==> src/rtl/img_rsz_blk_sched_if.sv <==
// Job request / result return handshake bus between the block scheduler and the Compute Engine.
interface img_rsz_blk_sched_if #(
    parameter int BLK_X_NUM = 4,
    parameter int BLK_Y_NUM = 4,
    parameter int PXL_W     = 8,
    parameter int COLOR_NUM = 3
);
    localparam int XW = (BLK_X_NUM > 1) ? $clog2(BLK_X_NUM) : 1;
    localparam int YW = (BLK_Y_NUM > 1) ? $clog2(BLK_Y_NUM) : 1;

    logic                       ceReqVld;
    logic                       ceReqRdy;
    logic [XW-1:0]              ceReqX;
    logic [YW-1:0]              ceReqY;
    logic                       ceDoneVld;
    logic                       ceDoneRdy;
    logic [XW-1:0]              ceDoneX;
    logic [YW-1:0]              ceDoneY;
    logic [COLOR_NUM*PXL_W-1:0] ceDoneData;

    modport master (
        output ceReqVld, ceReqX, ceReqY, ceDoneRdy,
        input  ceReqRdy, ceDoneVld, ceDoneX, ceDoneY, ceDoneData
    );

    modport slave (
        input  ceReqVld, ceReqX, ceReqY, ceDoneRdy,
        output ceReqRdy, ceDoneVld, ceDoneX, ceDoneY, ceDoneData
    );
endinterface

==> src/rtl/img_rsz_blk_sched.sv <==
// Block scheduler and execution scoreboard for the resized-pixel forwarding path.
// Optional IMG_RSZ_SCHED_PERF_EN adds the stallCnt issue-stall counter output.
module img_rsz_blk_sched #(
    parameter int BLK_X_NUM = 4,
    parameter int BLK_Y_NUM = 4,
    parameter int PXL_W     = 8,
    parameter int COLOR_NUM = 3,
    parameter int MAX_OUTST = 2
) (
    input  logic                                 clk,
    input  logic                                 rst,
    input  logic                                 frameStart,
    img_rsz_blk_sched_if.master                  ce,
    output logic [BLK_Y_NUM-1:0][BLK_X_NUM-1:0]  blkIsExec,
    input  logic [BLK_X_NUM-1:0]                 flushBlkXMsk,
    input  logic [BLK_Y_NUM-1:0]                 flushBlkYMsk,
    input  logic                                 flushVld,
    output logic [COLOR_NUM*PXL_W-1:0]           flushRszPxlData,
    output logic                                 busy,
    output logic                                 frameDone
`ifdef IMG_RSZ_SCHED_PERF_EN
    ,
    output logic [15:0]                          stallCnt
`endif
);
    localparam int XW = (BLK_X_NUM > 1) ? $clog2(BLK_X_NUM) : 1;
    localparam int YW = (BLK_Y_NUM > 1) ? $clog2(BLK_Y_NUM) : 1;
    localparam int DW = COLOR_NUM * PXL_W;
    localparam int OW = $clog2(MAX_OUTST + 1);

    typedef enum logic [1:0] {IDLE, ISSUE, DRAIN, DONE} schedStateT;

    schedStateT state, stateNxt;

    logic [XW-1:0]                              ptrX;
    logic [YW-1:0]                              ptrY;
    logic [OW-1:0]                              outst;
    logic [BLK_Y_NUM-1:0][BLK_X_NUM-1:0]        pending;
    logic [BLK_Y_NUM-1:0][BLK_X_NUM-1:0]        issueSet;
    logic [BLK_Y_NUM-1:0][BLK_X_NUM-1:0]        doneSet;
    logic [BLK_Y_NUM-1:0][BLK_X_NUM-1:0]        flushClr;
    logic [BLK_Y_NUM-1:0][BLK_X_NUM-1:0][DW-1:0] pxlBuf;
    logic                                       reqFire;
    logic                                       doneFire;
    logic                                       lastBlk;
    logic                                       flushHit;

    assign reqFire  = ce.ceReqVld && ce.ceReqRdy;
    assign doneFire = ce.ceDoneVld && ce.ceDoneRdy;
    assign lastBlk  = (ptrX == XW'(BLK_X_NUM - 1)) && (ptrY == YW'(BLK_Y_NUM - 1));

    assign ce.ceReqX = ptrX;
    assign ce.ceReqY = ptrY;

    // A result is only taken for a block that was issued and whose flag has been consumed.
    assign ce.ceDoneRdy = pending[ce.ceDoneY][ce.ceDoneX] && !blkIsExec[ce.ceDoneY][ce.ceDoneX];

    always_ff @(posedge clk or posedge rst) begin
        if (rst) begin
            state <= IDLE;
        end else begin
            state <= stateNxt;
        end
    end

    always_comb begin
        stateNxt    = state;
        ce.ceReqVld = 1'b0;
        busy        = (state != IDLE);
        frameDone   = 1'b0;
        case (state)
            IDLE: begin
                if (frameStart) begin
                    stateNxt = ISSUE;
                end
            end
            ISSUE: begin
                ce.ceReqVld = (outst < OW'(MAX_OUTST)) && !blkIsExec[ptrY][ptrX] && !pending[ptrY][ptrX];
                if (ce.ceReqVld && ce.ceReqRdy && lastBlk) begin
                    stateNxt = DRAIN;
                end
            end
            DRAIN: begin
                if ((outst == '0) && (blkIsExec == '0)) begin
                    stateNxt = DONE;
                end
            end
            DONE: begin
                frameDone = 1'b1;
                stateNxt  = IDLE;
            end
            default: stateNxt = IDLE;
        endcase
    end

    always_comb begin
        issueSet = '0;
        doneSet  = '0;
        flushClr = '0;
        if (reqFire) begin
            issueSet[ptrY][ptrX] = 1'b1;
        end
        if (doneFire) begin
            doneSet[ce.ceDoneY][ce.ceDoneX] = 1'b1;
        end
        if (flushVld) begin
            for (int y = 0; y < BLK_Y_NUM; y++) begin
                for (int x = 0; x < BLK_X_NUM; x++) begin
                    flushClr[y][x] = flushBlkYMsk[y] & flushBlkXMsk[x];
                end
            end
        end
    end

    // Set is applied after clear so a same-cycle result and flush leaves the flag up.
    always_ff @(posedge clk or posedge rst) begin
        if (rst) begin
            blkIsExec <= '0;
            pending   <= '0;
            pxlBuf    <= '0;
        end else begin
            blkIsExec <= (blkIsExec & ~flushClr) | doneSet;
            pending   <= (pending | issueSet) & ~doneSet;
            if (doneFire) begin
                pxlBuf[ce.ceDoneY][ce.ceDoneX] <= ce.ceDoneData;
            end
        end
    end

    always_ff @(posedge clk or posedge rst) begin
        if (rst) begin
            outst <= '0;
        end else if (reqFire && !doneFire) begin
            outst <= outst + 1'b1;
        end else if (!reqFire && doneFire) begin
            outst <= outst - 1'b1;
        end
    end

    always_ff @(posedge clk or posedge rst) begin
        if (rst) begin
            ptrX <= '0;
            ptrY <= '0;
        end else if (reqFire) begin
            if (ptrX == XW'(BLK_X_NUM - 1)) begin
                ptrX <= '0;
                ptrY <= (ptrY == YW'(BLK_Y_NUM - 1)) ? '0 : ptrY + 1'b1;
            end else begin
                ptrX <= ptrX + 1'b1;
            end
        end
    end

    // Lowest-index masked block in Y-major order; the flag state does not gate the data.
    always_comb begin
        flushRszPxlData = '0;
        flushHit        = 1'b0;
        for (int y = 0; y < BLK_Y_NUM; y++) begin
            for (int x = 0; x < BLK_X_NUM; x++) begin
                if (!flushHit && flushBlkYMsk[y] && flushBlkXMsk[x]) begin
                    flushRszPxlData = pxlBuf[y][x];
                    flushHit        = 1'b1;
                end
            end
        end
    end

`ifdef IMG_RSZ_SCHED_PERF_EN
    always_ff @(posedge clk or posedge rst) begin
        if (rst) begin
            stallCnt <= '0;
        end else if ((state == IDLE) && frameStart) begin
            stallCnt <= '0;
        end else if ((state == ISSUE) && !reqFire && (stallCnt != 16'hFFFF)) begin
            stallCnt <= stallCnt + 16'd1;
        end
    end
`endif
endmodule

==> src/flat_wrapper.sv <==
// flat-port wrapper written by rule: the top's interface ports become plain ports
module img_rsz_blk_sched_flat 
#(
    parameter int BLK_X_NUM = 4,
    parameter int BLK_Y_NUM = 4,
    parameter int PXL_W     = 8,
    parameter int COLOR_NUM = 3,
    parameter int MAX_OUTST = 2
)
  (clk, rst, frameStart, blkIsExec, flushBlkXMsk, flushBlkYMsk, flushVld, flushRszPxlData, busy, frameDone, ce_ceReqVld, ce_ceReqX, ce_ceReqY, ce_ceDoneRdy, ce_ceReqRdy, ce_ceDoneVld, ce_ceDoneX, ce_ceDoneY, ce_ceDoneData);
  img_rsz_blk_sched_if #(.BLK_X_NUM(BLK_X_NUM), .BLK_Y_NUM(BLK_Y_NUM), .PXL_W(PXL_W), .COLOR_NUM(COLOR_NUM)) ce_i ();
  input  logic clk;
  input  logic rst;
  input  logic frameStart;
  output logic [BLK_Y_NUM-1:0][BLK_X_NUM-1:0] blkIsExec;
  input  logic [BLK_X_NUM-1:0] flushBlkXMsk;
  input  logic [BLK_Y_NUM-1:0] flushBlkYMsk;
  input  logic flushVld;
  output logic [COLOR_NUM*PXL_W-1:0] flushRszPxlData;
  output logic busy;
  output logic frameDone;
  output wire logic [$bits(ce_i.ceReqVld)-1:0] ce_ceReqVld;
  output wire logic [$bits(ce_i.ceReqX)-1:0] ce_ceReqX;
  output wire logic [$bits(ce_i.ceReqY)-1:0] ce_ceReqY;
  output wire logic [$bits(ce_i.ceDoneRdy)-1:0] ce_ceDoneRdy;
  input wire logic [$bits(ce_i.ceReqRdy)-1:0] ce_ceReqRdy;
  input wire logic [$bits(ce_i.ceDoneVld)-1:0] ce_ceDoneVld;
  input wire logic [$bits(ce_i.ceDoneX)-1:0] ce_ceDoneX;
  input wire logic [$bits(ce_i.ceDoneY)-1:0] ce_ceDoneY;
  input wire logic [$bits(ce_i.ceDoneData)-1:0] ce_ceDoneData;
  assign ce_ceReqVld = ce_i.ceReqVld;
  assign ce_ceReqX = ce_i.ceReqX;
  assign ce_ceReqY = ce_i.ceReqY;
  assign ce_ceDoneRdy = ce_i.ceDoneRdy;
  assign ce_i.ceReqRdy = ce_ceReqRdy;
  assign ce_i.ceDoneVld = ce_ceDoneVld;
  assign ce_i.ceDoneX = ce_ceDoneX;
  assign ce_i.ceDoneY = ce_ceDoneY;
  assign ce_i.ceDoneData = ce_ceDoneData;
  img_rsz_blk_sched #(.BLK_X_NUM(BLK_X_NUM), .BLK_Y_NUM(BLK_Y_NUM), .PXL_W(PXL_W), .COLOR_NUM(COLOR_NUM), .MAX_OUTST(MAX_OUTST)) u_core (.clk(clk), .rst(rst), .frameStart(frameStart), .ce(ce_i), .blkIsExec(blkIsExec), .flushBlkXMsk(flushBlkXMsk), .flushBlkYMsk(flushBlkYMsk), .flushVld(flushVld), .flushRszPxlData(flushRszPxlData), .busy(busy), .frameDone(frameDone));
endmodule
==> config.mk <==
export PLATFORM = sky130hd
export DESIGN_NAME = img_rsz_blk_sched_flat
export DESIGN_NICKNAME = d
export VERILOG_FILES = /design/src/rtl/img_rsz_blk_sched_if.sv /design/src/rtl/img_rsz_blk_sched.sv /design/src/flat_wrapper.sv
export SDC_FILE = /design/constraint.sdc
export NUM_CORES = 1
export LEC_CHECK = 0
export CORE_MARGIN = 8
export CORE_UTILIZATION = 60
export CTS_CLUSTER_SIZE = 25
export DETAILED_ROUTE_END_ITERATION = 8
export PLACE_DENSITY = 0.86
export SLEW_MARGIN = 20
export SYNTH_ARGS = -nofsm -noshare
export SYNTH_HDL_FRONTEND = slang
export SYNTH_SLANG_ARGS = --single-unit
==> constraint.sdc <==
create_clock -name clk -period 17.2 [get_ports clk]
set_clock_uncertainty 0.05 [all_clocks]
set_input_delay 3.44 -clock clk [delete_from_list [all_inputs] [get_ports clk]]
set_output_delay 3.44 -clock clk [all_outputs]
set_load 0.01 [all_outputs]
======== Yosys cells after proc, flatten, opt, wreduce, memory -nomap -nowiden ========
Index checks and enable logic that the tools add are counted.
word-level totals
  bits in registers ....................... 424
  bits in latches ......................... 0
  bits in writable memories ............... 0
  ROM bits ................................ 0
  input port bits ......................... 42
  output and inout port bits .............. 48
  logic and storage cells ................. 217
  memories kept ........................... 0
cells by class
  $add $sub $neg .......................... 4
  multiply operators ...................... 0
  div/mod/pow operators ................... 0
  magnitude comparators ................... 9
  eq/ne operators ......................... 8
  shift operators ......................... 0
  muxes and demuxes ....................... 73
  bitwise gates (word level) .............. 22
  reduce and logical (&&, ||, !) cells .... 73
operator list
  kind                                                                          number
  24-bit two-way mux                                                            17
  384-bit bitwise mux                                                           1
  96-bit demux with 2-bit select                                                1
  96-bit two-way mux                                                            1
  24-bit demux with 2-bit select                                                1
  16-bit two-way mux                                                            3
  1-bit logical AND                                                             46
  16-bit AND                                                                    2
  4-bit binary-select mux with 2-bit select                                     4
  16-bit inverter                                                               2
  16-bit OR                                                                     2
  4-bit two-way mux                                                             6
  1-bit two-way mux                                                             23
  1-bit logical NOT                                                             20
  1-bit AND                                                                     16
  4-bit demux with 2-bit select                                                 2
  16-bit logical NOT                                                            1
  2-bit two-way mux                                                             7
  2-bit by 3-bit less-than comparator with 1-bit output, second input constant  4
  1-bit binary-select mux with 2-bit select                                     4
  2-bit == test, second input constant                                          4
  2-bit by 1-bit >= comparator with 1-bit output, second input constant         4
  2-bit case mux with 4 select lines                                            1
  2-bit by 1-bit adder with 2-bit output, second input constant                 3
  other kinds (10)                                                              14

======== Depth between registers and ports, before layout ========
  depth in word-level cells ............... 62
  mapped depth ............................ 11
  gate-level depth less buffers ........... 9

======== Worst setup path before layout ========
OpenSTA, ideal clock, no wires.
  path type ............................... input port to output port
  start point ............................. in flushBlkXMsk[1]
  end point ............................... out flushRszPxlData[5]
  arrival time ............................ 5.076 ns
  data required time ...................... 13.710 ns
  setup slack ............................. 8.634 ns
  stages on the path ...................... 8
  buffers on the path ..................... 3
  path through ............................ buf_2 > or3b_2 > nor2_1 > buf_2 > buf_4 > nand2_1 > and3_1 > o21ai_0
between the ends
  longest elaborated chain between the ends .. 58
ends and longest elaborated chain
  item                            RTL line                  RTL
  start, declared                 flat_wrapper.sv:16        input logic [BLK_X_NUM-1:0] flushBlkXMsk;
  1-bit logical AND               img_rsz_blk_sched.sv:160  if (!flushHit && flushBlkYMsk[y] && flushBlkXMsk[x]) begin
  1-bit two-way mux               img_rsz_blk_sched.sv:160
  1-bit logical NOT               img_rsz_blk_sched.sv:160
  1-bit logical AND (2 in a row)  img_rsz_blk_sched.sv:160
  1-bit two-way mux               img_rsz_blk_sched.sv:160
  1-bit logical NOT               img_rsz_blk_sched.sv:160
  1-bit logical AND (2 in a row)  img_rsz_blk_sched.sv:160
  1-bit two-way mux               img_rsz_blk_sched.sv:160
  (+37 left out)                  n/a
  1-bit logical AND (2 in a row)  img_rsz_blk_sched.sv:160
  1-bit two-way mux               img_rsz_blk_sched.sv:160
  1-bit logical NOT               img_rsz_blk_sched.sv:160
  1-bit logical AND (2 in a row)  img_rsz_blk_sched.sv:160
  1-bit two-way mux               img_rsz_blk_sched.sv:160
  1-bit logical NOT               img_rsz_blk_sched.sv:160
  1-bit logical AND (2 in a row)  img_rsz_blk_sched.sv:160
  24-bit two-way mux *            img_rsz_blk_sched.sv:160
  end, declared                   flat_wrapper.sv:19        output logic [COLOR_NUM*PXL_W-1:0] flushRszPxlData;
Every way passes the cells marked *; elsewhere a longest branch is shown, timed or not.

======== Worst setup path after layout ========
  start point ............................. in flushBlkXMsk[3]
  end point ............................... out flushRszPxlData[11]
between the ends
  longest elaborated chain between the ends .. 50
ends and longest elaborated chain
  item                            RTL line
  1-bit logical AND               img_rsz_blk_sched.sv:160
  1-bit two-way mux               img_rsz_blk_sched.sv:160
  1-bit logical NOT               img_rsz_blk_sched.sv:160
  1-bit logical AND (2 in a row)  img_rsz_blk_sched.sv:160
  1-bit two-way mux               img_rsz_blk_sched.sv:160
  1-bit logical NOT               img_rsz_blk_sched.sv:160
  1-bit logical AND (2 in a row)  img_rsz_blk_sched.sv:160
  1-bit two-way mux               img_rsz_blk_sched.sv:160
  (+29 left out)                  n/a
  1-bit logical AND (2 in a row)  img_rsz_blk_sched.sv:160
  1-bit two-way mux               img_rsz_blk_sched.sv:160
  1-bit logical NOT               img_rsz_blk_sched.sv:160
  1-bit logical AND (2 in a row)  img_rsz_blk_sched.sv:160
  1-bit two-way mux               img_rsz_blk_sched.sv:160
  1-bit logical NOT               img_rsz_blk_sched.sv:160
  1-bit logical AND (2 in a row)  img_rsz_blk_sched.sv:160
  24-bit two-way mux *            img_rsz_blk_sched.sv:160
Marks and branches as above.

==> impl_metrics.toml <==
[status]
status = "complete, no violations"

[floorplanning]
initial_core_util_pct = 61.0
die_w_um = 201
fp.dieArea_mm2 = 0.0403
core_area_mm2 = 0.0335
die_y_um = 201
rows = 67
pin_count = 90

[cts]
numCtsBuffers = 44
cts_setup_buffers = 0
htreeDepth = 2
ctsResizeCount = 0
cts_tree = "done"
root_buffer = "clkbuf_16"
clkTransAtPathRegs_ns = 0.06
worstSkewPairLatency_ns = 0.54
cts_buffer_depth = 3
cts.sinks = 424
hold_buffers = 0

[place]
place_ws_ns = 6.52
dpl_cell_area_mm2 = 0.0215
place.gp.congestion = 0.922
dpl.hpwl_um = 40500
io_buffers = 89

[setup_path]
cp_max_fo = 11
arrival_ns = 7.44
reg2regPathDepth = 7
worstPathRequired_ns = 13.71
critPathCaptureType = "output pin"
path_class = "input pin to output pin"
cp-start-kind = "input pin"
r2r_slack_ns = 14.30

[synthesis]
synth_top_family_by_area = "multiplexers"
synth_seq_area_share_pct = 51.9
synthArstFlopShare_pct = 100
synth-seq-cells = 424
avgSynthCellArea_um2 = 10.7
synth-xor-area-share_pct = 0.128
synth-adder-area-share_pct = 0.856
synth-main-ff-cell = "dfrtp_1"
synthMuxAreaShare_pct = 16.7
synth-compound-area-share_pct = 12.4
synth_edf_count = 0
yosysMostFrequentCell = "dfrtp_1"
netlist_area_mm2 = 0.0205
syn_inst = 1904
synth_top_area_cell = "dfrtp_1"
synth_simple_gate_area_share_pct = 14.1
synth_nets = 1960
synthTopCellsByCount = "dfrtp_1 (424), nand2_1 (407), mux2_2 (270)"
synth.top_cell.area_share_pct = 51.9
synth_area_leaders = "dfrtp_1 (52%), mux2_2 (15%), nand2_1 (7.5%), o21ai_0 (1.6%), buf_2 (1.5%)"
yosys_warnings = 0
synth_cell_type_count = 81

[worst_hold_path]
hold_class = "flip-flop to flip-flop"
whs_path_depth = 2

[power_and_ir_drop]
p_sw_w = 0.000840
power_switching_share_pct = 28.6
p_leak_nw = 10.9
comb_power_share_pct = 19.3
p_int_w = 0.00210
seqPwrFrac_pct = 46.3
power_density_mw_per_mm2 = 128
power.share.clock_pct = 34.4
vdd_drop_max_mv = 0.0980

[sta]
rsz0062_at_grt = "false"
slew_viol_final = 0
setup_ws_ns = 6.27
holdWs_ns = 0.426
worstMarginPinSlew_ns = 1.16
setup_viol = 0
relSlewSlack_pct = 22.1
fmax_ghz = 0.0915
fin_crit_sh_pct = 63.6
finalHoldViolCount = 0
setup_tns_ns = 0
layout_min_cycle_time_ns = 10.93

[route]
routed_wl_um = 66300
wl_met3_um = 7170
first_iter_violations = 2299
highest_layer = "met4"
m1WireLength_um = 23400
remaining_drc_errors = 0
via_count = 16455
ant_nets = 0
dr_wl_met2_um = 30700
firstDrtPassIters = 6
wl_per_cell_um = 27.5
via_per_inst = 6.84

[job]
maxCapViolCount = 0

[finish]
area_growth_pct = 12.5
drive_gt1_share_pct = 22.2
layout.nets = 1980
postLayoutCellArea_mm2 = 0.0230
postLayoutCoreUtil_pct = 68.6

[grt]
antenna_found_initial = 1
grt_pass1_vias = 17215
grt_max_degree = 174
track_usage_pct = 32.6
grt_pass1_wl_um = 103000
grt-ovfl-total = 0
[metrics by stage]
stage                     total power [W]  instances
final                             0.00294       2407
after global routing              0.00305       2407
after CTS                         0.00293       2405
after detailed placement          0.00192       2325
after global placement            0.00188       2325
after floorplan                   0.00171       1904
[flip-flops by register name, indices dropped and copies added (netlist names)]
signal	count
u_core.state	2
u_core.ce.ceReqY	2
u_core.ce.ceReqX	2
u_core.blkIsExec	16
u_core.outst	2
u_core.pending	16
u_core.pxlBuf	384
[cell type report]
cell class                 count  area [µm²]
sequential                   424       10600
multi-input combinational   1304        9040
inverter                      23        93.8
clock buffer                  65        1300
timing repair buffer         127        1180
antenna                        1        2.50
fill                        2402       10500
clock inverter                15         228
tap                          448         561
[power groups by stage]
stage | logic [W] | clock network (W) | registers (W)
after floorplan | 0.000391 | 0 | 0.00132
after global placement | 0.000534 | 0 | 0.00135
after detailed placement | 0.000557 | 0 | 0.00136
after CTS | 0.000563 | 0.00102 | 0.00135
after global routing | 0.000615 | 0.00106 | 0.00138
final | 0.000568 | 0.00101 | 0.00136
[final timing paths]
check,end,startpoint
max in group asynchronous,u_core.pxlBuf[297]$_DFFE_PP0P_,rst
setup reg to reg,u_core.ce.ceReqY[0]$_DFFE_PP0P_,u_core.ce.ceReqY[1]$_DFFE_PP0P_
min in group asynchronous,u_core.pxlBuf[9]$_DFFE_PP0P_,rst
hold reg to reg,u_core.pxlBuf[353]$_DFFE_PP0P_,u_core.pxlBuf[353]$_DFFE_PP0P_
setup / recovery,flushRszPxlData[11],flushBlkXMsk[3]
hold / removal,u_core.pxlBuf[353]$_DFFE_PP0P_,u_core.pxlBuf[353]$_DFFE_PP0P_
[worst max-delay path, cell delays in order]
cell and delay, ns:
clkdlybuf4s50_1 0.86, or4b_1 0.66, nor2_1 0.73, buf_4 0.36, a22oi_1 0.12, a41oi_1 0.32, a211oi_1 0.08, o22ai_1 0.26
clkdlybuf4s50_1 0.60
[placed cells by master (no fill, tap or decap), drive strengths merged, types with 7 or more instances in the layout]
cell type,count
a21o,21
a22oi,40
a21oi,58
buf,41
dfrtp,424
inv,23
a222oi,7
a221oi,27
nor2,75
nand3,40
o221ai,10
clkinv,8
a211oi,12
a22o,8
o22ai,25
o211ai,15
nand2,408
nand2b,11
clkbuf,65
a221o,7
a31oi,11
clkdlybuf4s50,86
and3,7
or3b,9
ha,14
mux2,290
nor3,9
nor2b,9
nor4,8
o21ai,70
nand4,7
or3,10
[logic make-up after synthesis]
group	count (synthesis)
adder cells (fa/ha/maj)	14
XOR/XNOR	3
AO/OA/AOI/OAI	362
AND/OR/NAND/NOR	631
multiplexers	294
buffers and inverters	176
flip-flops	424
[per-layer routing]
metal | up-vias | track usage [%]
met5 | - | 0
met2 | 1205 | 51.0
met1 | 8123 | 39.5
met4 | 0 | 22.2
met3 | 330 | 8.07
li1 | 6797 | -
Power figures use the tool's default switching activity.
